### config.mk
export PLATFORM = sky130hd
export DESIGN_NAME = controlador_contador_gray
export DESIGN_NICKNAME = d
export VERILOG_FILES = /design/src/rtl/controlador_contador_gray.sv
export SDC_FILE = /design/constraint.sdc
export NUM_CORES = 1
export LEC_CHECK = 0
export CORE_ASPECT_RATIO = 0.9
export CORE_MARGIN = 2
export CORE_UTILIZATION = 40
export DETAILED_ROUTE_END_ITERATION = 8
export PLACE_DENSITY = 0.67
export SKIP_CTS_REPAIR_TIMING = 1
export SLEW_MARGIN = 20
export SYNTH_ARGS = -nofsm -noshare
export SYNTH_HDL_FRONTEND = slang
export SYNTH_SLANG_ARGS = --single-unit
### constraint.sdc
create_clock -name clk -period 2.33 [get_ports clk]
set_clock_uncertainty 0.15 [all_clocks]
set_input_delay 0.699 -clock clk [delete_from_list [all_inputs] [get_ports clk]]
set_output_delay 0.699 -clock clk [all_outputs]
set_load 0.05 [all_outputs]
### src/rtl/controlador_contador_gray.sv
// Sequencer and checker for a Gray counter: clears it, enables it for a programmed number of
// increments and compares its Gray output every cycle against a binary shadow count.
module controlador_contador_gray #(
    parameter int unsigned ANCHO     = 5,
    parameter int unsigned ANCHO_N   = 6,
    parameter int unsigned ANCHO_ERR = 8
) (
    input  logic                 clk,
    input  logic                 reset,
    input  logic                 inicio,
    input  logic [ANCHO_N-1:0]   num_cuentas,
    input  logic                 pausa,
    input  logic [ANCHO-1:0]     salida_gray,
    output logic                 reset_L_contador,
    output logic                 enable_contador,
    output logic                 ocupado,
    output logic                 listo,
    output logic                 error,
    output logic [ANCHO_ERR-1:0] errores,
    output logic [ANCHO-1:0]     esperado_gray
);

    typedef enum logic [1:0] {StIdle, StLimpiar, StContar, StFin} estado_t;

    estado_t                estado_q;
    logic [ANCHO_N-1:0]     restantes_q;
    logic [ANCHO-1:0]       cuenta_q;
    logic                   error_q;
    logic [ANCHO_ERR-1:0]   errores_q;
    logic                   comparar;
    logic                   discrepancia;

    assign esperado_gray = cuenta_q ^ (cuenta_q >> 1);
    assign comparar      = (estado_q == StContar) || (estado_q == StFin);
    assign discrepancia  = comparar && (salida_gray != esperado_gray);

    always_comb begin
        reset_L_contador = (estado_q != StLimpiar);
        ocupado          = (estado_q != StIdle);
        listo            = (estado_q == StFin);
        // Only output with a combinational input path: pausa must stop the counter that cycle.
        enable_contador  = (estado_q == StContar) && !pausa;
        error            = error_q;
        errores          = errores_q;
    end

    always_ff @(posedge clk) begin
        if (reset) begin
            estado_q    <= StIdle;
            restantes_q <= '0;
            cuenta_q    <= '0;
            error_q     <= 1'b0;
            errores_q   <= '0;
        end else begin
            unique case (estado_q)
                StIdle: begin
                    if (inicio) begin
                        restantes_q <= num_cuentas;
                        cuenta_q    <= '0;
                        error_q     <= 1'b0;
                        errores_q   <= '0;
                        estado_q    <= StLimpiar;
                    end
                end
                StLimpiar: begin
                    estado_q <= (restantes_q == '0) ? StFin : StContar;
                end
                StContar: begin
                    if (!pausa) begin
                        cuenta_q    <= cuenta_q + ANCHO'(1);
                        restantes_q <= restantes_q - ANCHO_N'(1);
                        if (restantes_q == ANCHO_N'(1)) begin
                            estado_q <= StFin;
                        end
                    end
                end
                StFin: begin
                    estado_q <= StIdle;
                end
                default: begin
                    estado_q <= StIdle;
                end
            endcase

            // Compares only happen in CONTAR/FIN, so this never collides with the IDLE clear.
            if (discrepancia) begin
                error_q <= 1'b1;
                if (errores_q != '1) begin
                    errores_q <= errores_q + ANCHO_ERR'(1);
                end
            end
        end
    end

endmodule
* Yosys cells after proc, flatten, opt, wreduce, memory -nomap -nowiden
Index checks and enable logic that the tools add are counted.
** Operators by class
- Add/sub/neg operators :: 3
- Bitwise logic cells :: 1
- Equal/unequal tests :: 10
- Reductions and logical operators :: 13
- Multiplexer cells :: 18
** Operators with widths (count)
- $mux W8 :: 4
- $mux W6 :: 2
- $pmux W6 S2 :: 1
- $mux W5 :: 2
- $pmux W5 S2 :: 1
- $add A8 B1 Y8 const B :: 1
- $ne A8 B8 Y1 const B :: 1
- $pmux W2 S4 :: 1
- $reduce_bool A2 Y1 :: 4
- $eq A6 B1 Y1 const B :: 1
- $logic_not A6 Y1 :: 1
- $mux W2 :: 3
- $reduce_and A3 Y1 :: 2
- $sub A6 B1 Y6 const B :: 1
- $add A5 B1 Y5 const B :: 1
- $ne A5 B5 Y1 :: 1
- $xor A5 B4 Y5 :: 1
- $eq A2 B2 Y1 const B :: 2
- $mux W1 :: 4
- $ne A2 B1 Y1 const B :: 2
- $ne A2 B2 Y1 const B :: 2
- $eq A2 B1 Y1 const B :: 1
- $logic_and A1 B1 Y1 :: 2
- $logic_not A2 Y1 :: 1
- 3 further kinds :: 3
** Storage, ports and cells
- Word-level logic and storage cells :: 50
- Bits of input ports :: 15
- Register bits :: 22

* Depth between registers and ports, before layout
- Depth after elaboration :: 5
- Gate-level depth with buffers :: 9

* Worst setup path before layout
Ideal clock, no wire load.
- Kind :: register -> output
- Start :: reg estado_q[0]
- End :: out enable_contador
- Stages on the path, launching flop included :: 6
- Slack :: 0.018 ns
- Arrival time :: 1.463 ns
- Required time :: 1.481 ns
- Buffers on the path :: 1
- Cells stage by stage :: dfxtp_1 > inv_1 > ha_1 > buf_4 > inv_1 > nor2_1
** Between the ends
- Cells in the longest elaborated chain, start to end :: 2
** Ends and longest elaborated chain
- start: declaration :: line 25 : estado_t estado_q;
- start signal: assignment :: line 49 : estado_q <= StIdle;
- start signal: assignment :: line 62 : estado_q <= StLimpiar;
- start signal: assignment :: line 66 : estado_q <= (restantes_q == '0) ? StFin : StContar;
- $eq A2 B2 Y1 :: line 42 : enable_contador = (estado_q == StContar) && !pausa;
- $logic_and A1 B1 Y1 :: line 42
- end: declaration :: line 15 : output logic enable_contador,
Every way passes these cells.

* Worst setup path in the final report
- Start :: in pausa
- End :: out enable_contador
** Between the ends
- Cells in the longest elaborated chain, start to end :: 2
** Ends and longest elaborated chain
- start: declaration :: line 12 : input logic pausa,
- $logic_not A1 Y1
- $logic_and A1 B1 Y1 :: line 42
Every way passes these cells.

==> results.yml <==
detailed_routing:
  drt_iter0_markers: 59
  dr.pass1.iters: 4
  drc: 0
  wl_per_cell_um: 13.1
  vias: 1357
  via_per_inst: 5.32
  drtAntennaViolNets: 0
  routed_wl_um: 3350
grt:
  first_global_vias: 1269
  grt_usage: 0.190
  grt_pass1_wl_um: 5720
  grt_start_max_net_pins: 18
  antenna_found_initial: 0
  grt_overflow_total: 0
power:
  clkPwrFrac: 0.142
  p_sw_uw: 859
  p_int_uw: 1100
  seqPwrFrac: 0.268
  cellLeakagePower_uw: 0.000838
  finalPower_uw: 1960
  vdd_drop_max_mv: 0.559
  swShare: 0.440
  pwr_density_cell_mw_per_mm2: 1010
  combPwrFrac: 0.590
layout:
  diodes: 0
  nets: 239
  synthToLayoutAreaGrowth_pct: 41.0
  final_layout_size_suffix_gt1_frac: 0.199
timing:
  fin_crit_ps: 2290
  max_freq_ghz: 0.436
  holdWs_ps: 311
  hold_violations: 0
  drv_slew: 0
  final-setup-viol-count: 0
  rsz0062_at_grt: "false"
  min_period_over_period: 0.984
  tightestPinTransition_ps: 510
  max_slew_margin: 0.657
synthesis:
  synth_flop_cell: "dfxtp_1"
  synth_top_area_frac: 0.319
  synth_edf_count: 0
  ys_top_cells_by_area: "dfxtp_1 32%, ha_1 11%, xor2_1 5.1%"
  yosys_warnings: 0
  syn-num-nets: 195
  syn_area_per_cell_um2: 8.21
  syn_inst: 168
  netlist_area_mm2: 0.00138
  synthArstFlopShare: 0
  synth-seq-cells: 22
  synth_top_area_cell: "dfxtp_1"
  synth_cell_types: 41
  ys_seq_area_frac: 0.319
clock_network:
  path_clk_slew_ps: 80
  clockRootBuffer: "clkbuf_8"
  clockBufferDepth: 2
  cts_buffers: 3
  clock_latency_ps: 270
  cts_sinks: 22
  htree_levels: 1
  cts_tree: "done"
run_status:
  status: "complete, no violations"
worst_setup_path:
  arrival_ps: 1440
  crit_required_ps: 1480
  cp-start-kind: "input port"
  r2r_start: "cuenta_q[3]$_SDFFE_PP0P_"
  cp_max_fo: 3
  critPathKind: "in -> out"
  end_kind: "output pin"
  startpoint: "pausa"
floorplanning:
  core-area_mm2: 0.00333
  die_area_mm2: 0.00393
  rows: 20
  initial_core_util: 0.414
  die_y_um: 59.7
  num_io_pins: 33
  dieWidth_um: 65.9
placement:
  port-buffer-count: 32
  dp_hpwl_um: 2550
  gp_congestion: 0.868
worst_hold_path:
  hp-start: "error$_SDFFE_PP0P_"
  hp-class: "reg -> reg"
job:
  maxCapViolCount: 0
==> area by class of cell <==
cell class / instances / area (um2)
inverter: 10 / 37.5
sequential: 22 / 440
clock buffer: 4 / 55.1
fill: 296 / 1380
multi-input combinational: 131 / 881
tap: 44 / 55.1
timing repair buffer: 44 / 475
==> metrics by stage <==
stage | setup TNS (ps) | instance area (um2) | setup WS [ps] | util | instances
floorplan | 0 | 1380 | 18.4 | - | 168
global placement | -1230 | 1870 | -283 | 0.561 | 250
detailed placement | -1350 | 1870 | -323 | 0.561 | 250
CTS | -66.9 | 1920 | -51.9 | 0.578 | 254
global route | 0 | 1940 | 9.85 | 0.584 | 255
finish | 0 | 1940 | 38.0 | 0.584 | 255
==> registers in the layout, summed over array words and instances (netlist names) <==
register,count
estado_q,2
cuenta_q,5
error,1
restantes_q,6
errores,8
==> cells in the mapped netlist (3+ instances only) <==
library cell   n
a21oi_1       11
o21ai_0        8
nand2_1       14
nand3_1        8
a22oi_1        3
nand2b_1       3
inv_1         10
a31oi_1        4
nor4_1         3
mux2i_1        3
ha_1          12
xor2_1         8
nor2_1        16
dfxtp_1       22
o211ai_1       6
==> worst max-delay path, cell delays in order <==
cell and delay, ps:
clkdlybuf4s50_1 450, nor2_2 140, buf_12 150
==> routing by layer <==
metal  GRT usage  part of all wire  vias to the layer above
li1            -                 -                      696
met1       0.251              0.49                      626
met2       0.309              0.45                       30
met3      0.0264             0.041                        5
met4      0.0893             0.017                        0
met5           0                 0                        -
==> power groups by stage <==
stage | registers, uW | clock network [uW] | logic, uW
after floorplan | 575 | 0 | 662
after global placement | 527 | 0 | 1100
after detailed placement | 532 | 0 | 1130
after CTS | 523 | 286 | 1140
after global routing | 537 | 297 | 1260
final | 524 | 277 | 1150
==> cells in the final DEF (no fill, tap or decap), types with 3 or more instances in the layout <==
| cell | netlist | routed |
|---|---|---|
| dfxtp_1 | 22 | 22 |
| buf_4 | 2 | 22 |
| nor2_1 | 16 | 15 |
| nand2_1 | 14 | 14 |
| ha_1 | 12 | 12 |
| a21oi_1 | 11 | 11 |
| inv_1 | 10 | 10 |
| clkdlybuf4s50_1 | 0 | 10 |
| xor2_1 | 8 | 8 |
| o21ai_0 | 8 | 8 |
| nand3_1 | 8 | 8 |
| buf_12 | 0 | 8 |
| o211ai_1 | 6 | 6 |
| a31oi_1 | 4 | 4 |
| clkbuf_8 | 0 | 4 |
| dlymetal6s2s_1 | 0 | 4 |
| mux2i_1 | 3 | 3 |
| a22oi_1 | 3 | 3 |
| nor4_1 | 3 | 3 |
| nand2b_1 | 3 | 3 |
==> path summary, 6_finish.rpt <==
check | end | cells after the start | slack, ps
hold reg to reg | error$_SDFFE_PP0P_ | 2 | 310
setup reg to reg | errores[3]$_SDFF_PP0_ | 7 | 130
hold / removal | error$_SDFFE_PP0P_ | 2 | 310
setup / recovery | enable_contador | 3 | 40
==> logic make-up after synthesis <==
| family | count (synthesis) | synth area share |
|---|---|---|
| AND/OR/NAND/NOR | 60 | 0.216 |
| AO/OA/AOI/OAI | 45 | 0.215 |
| flip-flops | 22 | 0.319 |
| buffers and inverters | 16 | 0.0499 |
| adder cells (fa/ha/maj) | 12 | 0.109 |
| XOR/XNOR | 10 | 0.0690 |
| multiplexers | 3 | 0.0218 |
Power figures use the tool's default switching activity.
